===== config.mk =====
export PLATFORM = sky130hd
export DESIGN_NAME = resp_formatter_flat
export DESIGN_NICKNAME = d
export VERILOG_FILES = /design/src/rtl/resp_formatter_if.sv /design/src/rtl/resp_formatter.sv /design/src/flat_wrapper.sv
export SDC_FILE = /design/constraint.sdc
export NUM_CORES = 1
export LEC_CHECK = 0
export CORE_MARGIN = 2
export CORE_UTILIZATION = 30
export CTS_BUF_LIST = sky130_fd_sc_hd__clkbuf_16
export DETAILED_ROUTE_END_ITERATION = 10
export SLEW_MARGIN = 20
export SYNTH_ARGS = -nofsm -noshare
export SYNTH_HDL_FRONTEND = slang
export SYNTH_SLANG_ARGS = --single-unit

===== constraint.sdc =====
create_clock -name clk -period 7.2 [get_ports clk]
set_clock_uncertainty 0.2 [all_clocks]
set_input_delay 1.44 -clock clk [delete_from_list [all_inputs] [get_ports clk]]
set_output_delay 1.44 -clock clk [all_outputs]
set_load 0.02 [all_outputs]

===== src/rtl/resp_formatter_if.sv =====
// Bundle of the signals between the command parser, the reply formatter and
// the UART transmitter. The master side raises requests and drives tx_ready.
// The slave side is the formatter, which offers bytes and reports status.
interface resp_formatter_if;
  logic [15:0] display_val;
  logic        update_display;
  logic        show_error;
  logic [7:0]  tx_data;
  logic        tx_valid;
  logic        tx_ready;
  logic        busy;
  logic        overrun;

  modport master (
    output display_val, update_display, show_error, tx_ready,
    input  tx_data, tx_valid, busy, overrun
  );

  modport slave (
    input  display_val, update_display, show_error, tx_ready,
    output tx_data, tx_valid, busy, overrun
  );
endinterface


===== src/rtl/resp_formatter.sv =====
// Reply formatter: turns value-update and error pulses into ASCII frames,
// one byte at a time, for the UART transmitter.
// Value frame: prefix, five decimal digits, optional CR LF.
// Error frame: "ERR", optional CR LF.
// A binary-to-BCD conversion takes one shift per clock. One value request
// and one error request can wait while a frame is being converted or sent.
module resp_formatter #(
  parameter logic [7:0] VAL_PREFIX = 8'h56,
  parameter bit         SEND_CRLF  = 1'b1
) (
  input logic             clk,
  input logic             reset_n,
  resp_formatter_if.slave bus
);

  typedef enum logic [1:0] {IDLE, CONV, SEND_VAL, SEND_ERR} state_t;

  localparam logic [2:0] VAL_LAST  = SEND_CRLF ? 3'd7 : 3'd5;
  localparam logic [2:0] ERR_LAST  = SEND_CRLF ? 3'd4 : 3'd2;
  localparam logic [4:0] CONV_DONE = 5'd16;

  state_t      state_q, state_d;
  logic        pend_val_q, pend_val_d;
  logic        pend_err_q, pend_err_d;
  logic [15:0] pend_value_q, pend_value_d;
  logic [15:0] bin_q, bin_d;
  logic [19:0] bcd_q, bcd_d;
  logic [4:0]  cnt_q, cnt_d;
  logic [2:0]  idx_q, idx_d;
  logic [7:0]  tx_data_q, tx_data_d;
  logic        tx_valid_q, tx_valid_d;
  logic        overrun_q, overrun_d;

  logic        transfer;
  logic        req_err;
  logic        req_val;
  logic [18:0] bcd_adj;
  logic [19:0] bcd_shift;
  logic [15:0] bin_shift;

  assign transfer = tx_valid_q && bus.tx_ready;
  assign req_err  = bus.show_error || pend_err_q;
  assign req_val  = bus.update_display || pend_val_q;

  // Double-dabble correction: add 3 to each low digit that is 5 or more
  // before it is shifted. The top digit never reaches 5 before a shift,
  // because the largest result is 65535, so it passes through unchanged.
  genvar gi;
  generate
    for (gi = 0; gi < 4; gi++) begin : g_adj
      assign bcd_adj[gi*4 +: 4] = (bcd_q[gi*4 +: 4] >= 4'd5) ?
                                  (bcd_q[gi*4 +: 4] + 4'd3) : bcd_q[gi*4 +: 4];
    end
  endgenerate
  assign bcd_adj[18:16] = bcd_q[18:16];
  assign bcd_shift      = {bcd_adj, bin_q[15]};
  assign bin_shift      = {bin_q[14:0], 1'b0};

  // Byte of a value frame at position idx.
  function automatic logic [7:0] val_byte(input logic [2:0] idx, input logic [19:0] bcd);
    logic [7:0] b;
    case (idx)
      3'd0:    b = VAL_PREFIX;
      3'd1:    b = {4'h3, bcd[19:16]};
      3'd2:    b = {4'h3, bcd[15:12]};
      3'd3:    b = {4'h3, bcd[11:8]};
      3'd4:    b = {4'h3, bcd[7:4]};
      3'd5:    b = {4'h3, bcd[3:0]};
      3'd6:    b = 8'h0D;
      default: b = 8'h0A;
    endcase
    return b;
  endfunction

  // Byte of an error frame at position idx.
  function automatic logic [7:0] err_byte(input logic [2:0] idx);
    logic [7:0] b;
    case (idx)
      3'd0:    b = 8'h45;
      3'd1:    b = 8'h52;
      3'd2:    b = 8'h52;
      3'd3:    b = 8'h0D;
      default: b = 8'h0A;
    endcase
    return b;
  endfunction

  // State and datapath registers; reset abandons any frame in flight.
  always_ff @(posedge clk or negedge reset_n) begin
    if (!reset_n) begin
      state_q      <= IDLE;
      pend_val_q   <= 1'b0;
      pend_err_q   <= 1'b0;
      pend_value_q <= '0;
      bin_q        <= '0;
      bcd_q        <= '0;
      cnt_q        <= '0;
      idx_q        <= '0;
      tx_data_q    <= '0;
      tx_valid_q   <= 1'b0;
      overrun_q    <= 1'b0;
    end else begin
      state_q      <= state_d;
      pend_val_q   <= pend_val_d;
      pend_err_q   <= pend_err_d;
      pend_value_q <= pend_value_d;
      bin_q        <= bin_d;
      bcd_q        <= bcd_d;
      cnt_q        <= cnt_d;
      idx_q        <= idx_d;
      tx_data_q    <= tx_data_d;
      tx_valid_q   <= tx_valid_d;
      overrun_q    <= overrun_d;
    end
  end

  // Next state: errors win over values; a frame ends when its last byte transfers.
  always_comb begin
    state_d = state_q;
    case (state_q)
      IDLE: begin
        if (req_err)      state_d = SEND_ERR;
        else if (req_val) state_d = CONV;
      end
      CONV: begin
        if (cnt_q == CONV_DONE) state_d = SEND_VAL;
      end
      SEND_VAL: begin
        if (transfer && (idx_q == VAL_LAST)) state_d = IDLE;
      end
      SEND_ERR: begin
        if (transfer && (idx_q == ERR_LAST)) state_d = IDLE;
      end
      default: state_d = IDLE;
    endcase
  end

  // Datapath and outputs: request queuing, BCD conversion and byte sequencing.
  always_comb begin
    pend_val_d   = pend_val_q;
    pend_err_d   = pend_err_q;
    pend_value_d = pend_value_q;
    bin_d        = bin_q;
    bcd_d        = bcd_q;
    cnt_d        = cnt_q;
    idx_d        = idx_q;
    tx_data_d    = tx_data_q;
    tx_valid_d   = tx_valid_q;
    overrun_d    = 1'b0;

    if (state_q == IDLE) begin
      if (req_err) begin
        // The error frame starts now; a coincident update waits its turn.
        pend_err_d = 1'b0;
        tx_valid_d = 1'b1;
        tx_data_d  = err_byte(3'd0);
        idx_d      = 3'd0;
        if (bus.update_display) begin
          pend_value_d = bus.display_val;
          pend_val_d   = 1'b1;
          overrun_d    = pend_val_q;
        end
      end else if (req_val) begin
        bcd_d = '0;
        cnt_d = '0;
        if (pend_val_q) begin
          // Serve the older stored value first; a fresh update takes its slot.
          bin_d      = pend_value_q;
          pend_val_d = bus.update_display;
          if (bus.update_display) pend_value_d = bus.display_val;
        end else begin
          bin_d = bus.display_val;
        end
      end
    end else begin
      // Requests arriving while busy are held, one per type.
      if (bus.update_display) begin
        pend_value_d = bus.display_val;
        pend_val_d   = 1'b1;
      end
      if (bus.show_error) pend_err_d = 1'b1;
      overrun_d = (bus.update_display && pend_val_q) || (bus.show_error && pend_err_q);

      case (state_q)
        CONV: begin
          if (cnt_q == CONV_DONE) begin
            tx_valid_d = 1'b1;
            tx_data_d  = VAL_PREFIX;
            idx_d      = 3'd0;
          end else begin
            bcd_d = bcd_shift;
            bin_d = bin_shift;
            cnt_d = cnt_q + 5'd1;
          end
        end
        SEND_VAL: begin
          if (transfer) begin
            if (idx_q == VAL_LAST) begin
              tx_valid_d = 1'b0;
              tx_data_d  = '0;
              idx_d      = '0;
            end else begin
              idx_d     = idx_q + 3'd1;
              tx_data_d = val_byte(idx_q + 3'd1, bcd_q);
            end
          end
        end
        SEND_ERR: begin
          if (transfer) begin
            if (idx_q == ERR_LAST) begin
              tx_valid_d = 1'b0;
              tx_data_d  = '0;
              idx_d      = '0;
            end else begin
              idx_d     = idx_q + 3'd1;
              tx_data_d = err_byte(idx_q + 3'd1);
            end
          end
        end
        default: ;
      endcase
    end
  end

  assign bus.tx_data  = tx_data_q;
  assign bus.tx_valid = tx_valid_q;
  assign bus.busy     = (state_q != IDLE);
  assign bus.overrun  = overrun_q;

endmodule


===== src/flat_wrapper.sv =====
// flat-port wrapper written by rule: the top's interface ports become plain ports
module resp_formatter_flat 
#(
  parameter logic [7:0] VAL_PREFIX = 8'h56,
  parameter bit         SEND_CRLF  = 1'b1
)
  (clk, reset_n, bus_display_val, bus_update_display, bus_show_error, bus_tx_ready, bus_tx_data, bus_tx_valid, bus_busy, bus_overrun);
  resp_formatter_if bus_i ();
  input logic clk;
  input logic reset_n;
  input wire logic [$bits(bus_i.display_val)-1:0] bus_display_val;
  input wire logic [$bits(bus_i.update_display)-1:0] bus_update_display;
  input wire logic [$bits(bus_i.show_error)-1:0] bus_show_error;
  input wire logic [$bits(bus_i.tx_ready)-1:0] bus_tx_ready;
  output wire logic [$bits(bus_i.tx_data)-1:0] bus_tx_data;
  output wire logic [$bits(bus_i.tx_valid)-1:0] bus_tx_valid;
  output wire logic [$bits(bus_i.busy)-1:0] bus_busy;
  output wire logic [$bits(bus_i.overrun)-1:0] bus_overrun;
  assign bus_i.display_val = bus_display_val;
  assign bus_i.update_display = bus_update_display;
  assign bus_i.show_error = bus_show_error;
  assign bus_i.tx_ready = bus_tx_ready;
  assign bus_tx_data = bus_i.tx_data;
  assign bus_tx_valid = bus_i.tx_valid;
  assign bus_busy = bus_i.busy;
  assign bus_overrun = bus_i.overrun;
  resp_formatter #(.VAL_PREFIX(VAL_PREFIX), .SEND_CRLF(SEND_CRLF)) u_core (.clk(clk), .reset_n(reset_n), .bus(bus_i));
endmodule

== Yosys cells after proc, flatten, opt, wreduce, memory -nomap -nowiden ==
Cells that the tools add are included.
Operators by class
  add/sub/neg operators: 6
  $mul: 0
  div/mod/pow operators: 0
  $lt $le $gt $ge: 4
  equal/unequal tests: 26
  shift-type cells: 0
  multiplexer cells: 68
  bitwise gates (word level): 0
  reductions and logical operators: 21
Operators by type and width (count)
  2-to-1 mux 16 bit: 11
  2-to-1 mux 20 bit: 5
  2-to-1 mux 8 bit: 7
  case mux 7 bit (7 select lines): 1
  2-to-1 mux 5 bit: 5
  case mux 8 bit (3 select lines): 1
  2-to-1 mux 3 bit: 7
  != test 3 x 1 -> 1 bit, second input constant: 7
  case mux 7 bit (3 select lines): 1
  2-to-1 mux 1 bit: 18
  adder 4 x 2 -> 4 bit, second input constant: 4
  greater-or-equal comparator 4 x 3 -> 1 bit, second input constant: 4
  2-to-1 mux 4 bit: 4
  equality test 3 bit, second input constant: 5
  2-to-1 mux 2 bit: 5
  != test 2 x 1 -> 1 bit, second input constant: 5
  case mux 3 bit (3 select lines): 1
  case mux 2 bit (4 select lines): 1
  AND reduction 4 bit: 2
  AND reduction 7 bit: 1
  equality test 3 x 2 -> 1 bit, second input constant: 2
  nonzero test 2 bit: 3
  adder 5 x 1 -> 5 bit, second input constant: 1
  equality test 5 bit, second input constant: 1
  other kinds (14): 23
Word-level totals
  register bits: 74
  latch bits: 0
  memory bits (writable): 0
  bits in read-only memories: 0
  output and inout bits: 11
  logic and storage cells: 136
  memories: 0

== Depth between registers and ports, before layout ==
Gate-level depths: netlist of the first run.
  depth after elaboration: 8
  mapped depth: 9
  mapped depth without buffers: 6

== Worst setup path after synthesis of the first run ==
Ideal clock, no wire load.
  kind: input port to flip-flop
  from: input bus_show_error
  to: register u_core.pend_value_q[10]
  setup time: 0.125 ns
  data arrival time: 2.616 ns
  required time: 6.875 ns
  setup slack: 4.259 ns
  stages: 5
  path through: or3b_1 -> buf_2 -> o21ai_4 -> buf_12 -> mux2_4
Between the ends
  longest elaborated chain between the ends: 3
  elaborated cells between the ends (all ways): 6
  classes of those cells: eq/ne (2); mux (2); reduce/logical (2)
Ends and longest elaborated chain
  from (decl): line flat_wrapper.sv:13  | input wire logic [$bits(bus_i.show_error)-1:0] bus_show_error;
  logical OR 1 bit (*): line resp_formatter.sv:42  | assign req_err = bus.show_error || pend_err_q;
  != test 3 x 1 -> 1 bit (no source line) or 2-to-1 mux 16 bit (tied branches)
  AND reduction 2 bit (no source line) or 2-to-1 mux 16 bit (tied branches)
  to (signal assigned): line resp_formatter.sv:106  | pend_value_q <= pend_value_d;
  to (decl): line resp_formatter.sv:25  | logic [15:0] pend_value_q, pend_value_d;
Every way passes the cells marked *; elsewhere a longest branch is shown, timed or not.
A chain may end at the register's enable or synchronous reset.

== Worst setup path in the final report of the first run ==
  from: register u_core.state_q[1]
  to: output bus_busy
Between the ends
  longest elaborated chain between the ends: 1
Ends and longest elaborated chain
  from (decl): line resp_formatter.sv:22  | state_t state_q, state_d;
  from (signal assigned): line resp_formatter.sv:103  | state_q <= state_d;
  nonzero test 2 bit: line resp_formatter.sv:227  | assign bus.busy = (state_q != IDLE);
  to (decl): line flat_wrapper.sv:17  | output wire logic [$bits(bus_i.busy)-1:0] bus_busy;
Every way passes these cells.

==> results of run 1 <==
## area by class of cell
class,count,area share (%)
repair buffers,35,6.70
well taps,180,4.54
multi-input cells,304,44.2
clock buffers,9,4.54
inverters,20,1.51
flip-flops and latches,73,36.8
clock inverters,7,1.74
## cell usage after synthesis (all sizes together) (2+ instances only)
| master | n |
|---|---|
| dfrtp | 73 |
| mux2 | 38 |
| nand3 | 38 |
| nand2 | 34 |
| nor2 | 31 |
| o21ai | 27 |
| ha | 21 |
| inv | 20 |
| a31oi | 18 |
| clkbuf | 18 |
| a21oi | 15 |
| buf | 9 |
| o31ai | 9 |
| nand2b | 8 |
| mux2i | 6 |
| a32o | 5 |
| nor3b | 5 |
| a211oi | 4 |
| xnor2 | 4 |
| a22o | 3 |
| a22oi | 3 |
| nor3 | 3 |
| xor2 | 3 |
| a221oi | 2 |
| nand4 | 2 |
| o211ai | 2 |
| o21bai | 2 |
| o22ai | 2 |
| o32ai | 2 |
## path summary, 6_finish.rpt
| check | endpoint | slack (ns) | depth (start not counted) |
|---|---|---|---|
| min in group asynchronous | u_core.pend_value_q[6] | 1.12 | 2 |
| max in group asynchronous | u_core.bus.tx_data[3] | 5.08 | 2 |
| worst max-delay path | bus_busy | 3.29 | 5 |
| worst min-delay path | u_core.bus.tx_data[4] | 0.28 | 2 |
| worst max register to register | u_core.pend_value_q[2] | 4.26 | 6 |
| worst min register to register | u_core.bus.tx_data[4] | 0.28 | 2 |
## metal layers
metal  global-route usage (%)  vias up  routed length [um]
met4                     5.46        0                 177
met2                     22.3       63                4360
met3                     3.39       12                 327
met5                        0        -                   0
li1                         -     1565                   -
met1                     16.8     1596                4340
## through the flow
stage | total power, uW | instances
detailed placement | 1510 | 612
global route | 2130 | 628
finish | 1970 | 628
global placement | 1480 | 612
floorplan | 1270 | 424
CTS | 1990 | 628
## power breakdown
group	internal (uW)	switching (uW)
logic	354	476
registers	549	122
clock network	300	171
total	1200	769
## critical path: cells and delay by family (launching register included)
kind / cells / cell delay, ns
flip-flops: 1 / 0.49
adder cells (fa/ha/maj): 1 / 0.21
buffers and inverters: 4 / 1.24
## kinds of logic after synthesis
| group | Yosys count | synth area share, % |
|---|---|---|
| AND/OR/NAND/NOR | 128 | 14.9 |
| AO/OA/AOI/OAI | 102 | 16.2 |
| flip-flops | 73 | 43.3 |
| buffers and inverters | 47 | 5.02 |
| multiplexers | 44 | 12.5 |
| adder cells (fa/ha/maj) | 22 | 6.47 |
| XOR/XNOR | 7 | 1.45 |
| other | 1 | 0.0890 |
## flip-flops by register name, summed over array words and instances (netlist names)
name and count:
u_core.bus.overrun 1, u_core.pend_err_q 1, u_core.bcd_q 20, u_core.cnt_q 5
u_core.bus.tx_data 7, u_core.state_q 2, u_core.pend_value_q 16, u_core.idx_q 3
u_core.bin_q 16, u_core.pend_val_q 1, u_core.bus.tx_valid 1
==> impl_metrics.tcl, run 1 <==
set metrics [dict create \
    final_common_cell "dfrtp_1" \
    finalCriticalPeriod_ns 3.91 \
    leakagePower_uw 0.00209 \
    synth_ff_type "dfrtp_1" \
    ys_warn_count 0 \
    start_kind "flip-flop" \
    synthCells 424 \
    syn_area_um2 4220 \
    timing.rr.start "u_core.state_q[1]" \
    post-route-cell-area_um2 4960 \
    num_vias 3236 \
    h-tree-depth 3 \
    area_growth_pct 17.8 \
    drt_wl_total_mm 9.21 \
    path_common_cell "inv_1" \
    antenna_found_initial 0 \
    fin_nets 485 \
    worst_ep_required_time_ns 5.56 \
    worst_slack_ns 3.29 \
    coreArea_um2 13800 \
    grt_overflow_total 0 \
    ctsHoldBuffers 0 \
    seq_area_um2 1830 \
    antennaDiodeCount 0 \
    dp_worst_setup_slack_ns 3.42 \
    multi_input_area_um2 2190 \
    critPathLaunch "u_core.state_q[1]" \
    drt_pass1_iterations 4 \
    finalSetupViolCount 0 \
    cts_setup_buffers 0 \
    numCtsBuffers 9 \
    die_width_um 123 \
    die_h_um 123 \
    grt_max_degree 74 \
    rows 43 \
    start_util_pct 30.5 \
    die-area_um2 15000 \
    worst_pin_slew_ns 0.926 \
    slew-limit-headroom_pct 38.3 \
    dr.first_iter.drc_count 203 \
    final.period_utilization_pct 54.3 \
    drc 0 \
    hp-start "u_core.bus.tx_data[4]" \
    rsz0062_at_grt "false" \
    status "finished clean" \
    synth.largest_area_cell "dfrtp_1" \
    dpl-instance-area_um2 4650 \
    layout-drive-gt1-share_pct 15.0 \
    ir_drop_uv 193 \
    grt_pass1_wl_mm 16.2 \
    cp_max_fo 27 \
    cts_resized 0 \
    avgRoutedWirePerCell_um 14.7 \
    crit_path_cell_trace "inv_1 -> ha_1 -> buf_4 -> inv_1 -> clkdlybuf4s50_1" \
    async_flop_share_pct 100 \
    clkSinkCount 73 \
    ant_nets 0 \
    ys_seq_area_share_pct 43.3 \
    critical_path.endpoint_type "output port" \
    cp_slowest_stage_delay_ns 0.65 \
    clk_latency_ns 0.33 \
    drv_cap 0 \
    final.hold.worst_slack_ns 0.278 \
    mostFrequentLayoutCells "dfrtp_1 (73), nand3_1 (37), nand2_1 (34), nor2_1 (31), clkdlybuf4s50_1 (29)" \
    clkSlewWorstSetupHoldPaths_ns 0.06 \
    root_buffer "clkbuf_16" \
    nFillCells 1373 \
    gp_congestion 0.824 \
    p_per_area_nw_per_um2 397 \
    syn_area_per_cell_um2 9.94 \
    grt.total_usage_pct 13.5 \
    holdCritPathClass "reg -> reg" \
    dp_hpwl_mm 6.21 \
    synth_edf_count 0 \
    worstSetupPathType "reg -> out" \
    grt_pass1_vias 3380 \
    finish.utilization_pct 35.9 \
    synth_top_area_share_pct 43.3 \
    io_buffers 30 \
    crit_slowest_cell "clkdlybuf4s50_1" \
    ys_types 54 \
    viasPerCell 5.15 \
    clockBufferDepth 2 \
    hold_viol 0 \
    yosys-top-cells-area "dfrtp_1 (43%), mux2_2 (7.5%), ha_1 (6.2%)" \
    cts_tree "yes" \
    finalMaxSlewViolations 0 \
    critPathArrivalTime_ns 2.27 \
    timing.fmax_mhz 256 \
    tns_ns 0 \
    ys_ff_latch 73 \
    ios 32 \
    synth_nets 466 \
]
(Power assumes the default switching activity.)
==> run 2: changes to the inputs <==
- clock period: 7.2 -> 3.33 ns (I/O delays scaled with it)
==> run 2 against run 1 <==
Clock-buffer cell count unchanged. Hold slack improved by 0.0035 ns. Total power increased by 110%. Clock power increased by 75%. Core utilization decreased by 0.20 points. Largest power group unchanged. Highest routed layer unchanged.
==> impl_metrics.tcl, run 2 (synthesized netlist as in run 1, its figures left out) <==
set metrics [dict create \
    status "finished clean" \
    gp_congestion 0.813 \
    tns_ns 0 \
    dp_hpwl_mm 6.42 \
    hp-start "u_core.bus.tx_data[0]" \
    clockBufferDepth 2 \
    whs_endpoint "u_core.bus.tx_data[0]" \
    crit_slowest_cell "clkdlybuf4s50_1" \
    final.period_utilization_pct 90.9 \
    final_common_cell "dfrtp_1" \
    critPathArrivalTime_ns 2.16 \
    num_vias 3246 \
    fin_nets 491 \
    holdPathStages 2 \
    top_register "u_core.bcd_q" \
    largest_reg_flops 20 \
    leakagePower_uw 0.00209 \
    start_util_pct 30.5 \
    path_common_cell "inv_1" \
    top_regs "u_core.bcd_q: 20 flops, u_core.bin_q: 16 flops, u_core.pend_value_q: 16 flops" \
    crit_path_cell_trace "inv_1 -> ha_1 -> inv_1 -> clkdlybuf4s50_1" \
    grt_pass1_vias 3235 \
    die_h_um 123 \
    finalNonFillerCells 632 \
    grt.total_usage_pct 13.3 \
    grt_max_degree 65 \
    ios 32 \
    worst_pin_slew_ns 0.729 \
    rsz0062_at_grt "false" \
    clk_latency_ns 0.33 \
    p_per_area_nw_per_um2 830 \
    drv_cap 0 \
    nFillCells 1365 \
    start_kind "flip-flop" \
    root_buffer "clkbuf_16" \
    dpl-instance-area_um2 4680 \
    coreArea_um2 13800 \
    cp_slowest_stage_delay_ns 0.63 \
    slew-limit-headroom_pct 50.2 \
    grt_overflow_total 0 \
    ir_drop_uv 304 \
    io_buffers 30 \
    finalMaxSlewViolations 0 \
    seq_area_um2 1830 \
    antennaDiodeCount 0 \
    rrSetupSlack_ns 0.57 \
    drt_pass1_iterations 4 \
    layout-drive-gt1-share_pct 14.6 \
    cts_tree "yes" \
    cts_setup_buffers 0 \
    antenna_found_initial 0 \
    r2r_end "u_core.bin_q[12]" \
    h-tree-depth 3 \
    critical_path.endpoint_type "output port" \
    timing.fmax_mhz 330 \
    hold_viol 0 \
    finalCriticalPeriod_ns 3.03 \
    numCtsBuffers 9 \
    viasPerCell 5.14 \
    cp_max_fo 9 \
    grt_pass1_wl_mm 15.8 \
    avgRoutedWirePerCell_um 14.6 \
    die_width_um 123 \
    dr.first_iter.drc_count 193 \
    die-area_um2 15000 \
    drc 0 \
    placed_cells 617 \
    worst_ep_required_time_ns 2.46 \
    drt_wl_total_mm 9.22 \
    holdCritPathClass "reg -> reg" \
    mostFrequentLayoutCells "dfrtp_1 (73), nand3_1 (37), nand2_1 (34), nor2_1 (31), clkdlybuf4s50_1 (29)" \
    finalSetupViolCount 0 \
    post-route-cell-area_um2 4940 \
    timing.rr.start "u_core.state_q[1]" \
    rows 43 \
    cts_resized 0 \
    worstSetupPathType "reg -> out" \
    clkSinkCount 73 \
    area_growth_pct 17.1 \
    clkSlewWorstSetupHoldPaths_ns 0.05 \
    multi_input_area_um2 2190 \
    worstRegToRegCells 7 \
    ant_nets 0 \
]
==> run 2: final cells by class <==
class	instances	share of cell area [%]
repair buffers	41	7.70
flip-flops and latches	73	37.0
multi-input cells	304	44.3
clock inverters	5	0.380
inverters	20	1.52
clock buffers	9	4.56
well taps	180	4.56
==> run 2: critical path: cells and delay by family, from the launching register on <==
family | cells | cell delay [ns]
buffers and inverters | 3 | 0.99
adder cells (fa/ha/maj) | 1 | 0.34
flip-flops | 1 | 0.49
==> run 2: stage by stage <==
| step | power, uW | hold WS [ns] | utilization [%] | worst slack, ns |
|---|---|---|---|---|
| 2_1_floorplan | 2750 | 0.170 | - | 0.992 |
| 3_3_place_gp | 3210 | 0.267 | 33.9 | 0.560 |
| 3_5_place_dp | 3280 | 0.274 | 33.9 | 0.541 |
| 4_1_cts | 4120 | 0.285 | 35.7 | 0.315 |
| 5_1_grt | 4400 | 0.306 | 35.7 | 0.205 |
| 6_report | 4100 | 0.282 | 35.7 | 0.302 |
==> run 2: power breakdown <==
part / leakage, uW / internal (uW) / switching, uW / total [uW]
sequential: 0.000915 / 1190 / 235 / 1420
clock: 0.000130 / 482 / 343 / 825
combinational: 0.00105 / 783 / 1070 / 1850
==> run 2: worst max-delay path by stage <==
stage / from / to / slack [ns] / depth (start not counted)
6_report: u_core.state_q[1] / bus_busy / 0.30 / 4
5_1_grt: u_core.state_q[1] / bus_busy / 0.20 / 4
4_1_cts: u_core.state_q[1] / bus_busy / 0.32 / 4
3_5_place_dp: bus_show_error / u_core.bin_q[5] / 0.54 / 6
3_3_place_gp: bus_show_error / u_core.pend_value_q[15] / 0.56 / 5
2_1_floorplan: u_core.state_q[1] / u_core.pend_value_q[10] / 0.99 / 8
==> run 2: routing by layer <==
| metal | vias to the layer above | GRT usage (%) | wire (um) |
|---|---|---|---|
| met4 | 0 | 5.10 | 204 |
| met2 | 75 | 21.1 | 4240 |
| met3 | 17 | 3.16 | 352 |
| met1 | 1579 | 17.4 | 4420 |
| met5 | - | 0 | 0 |
| li1 | 1575 | - | - |
==> run 2: what timing repair did <==
| item | CTS | global route |
|---|---|---|
| endpoints found under the setup margin | 0 | 0 |
| endpoints found under the hold margin | 7 | 0 |
| hold buffers | 1 | 0 |
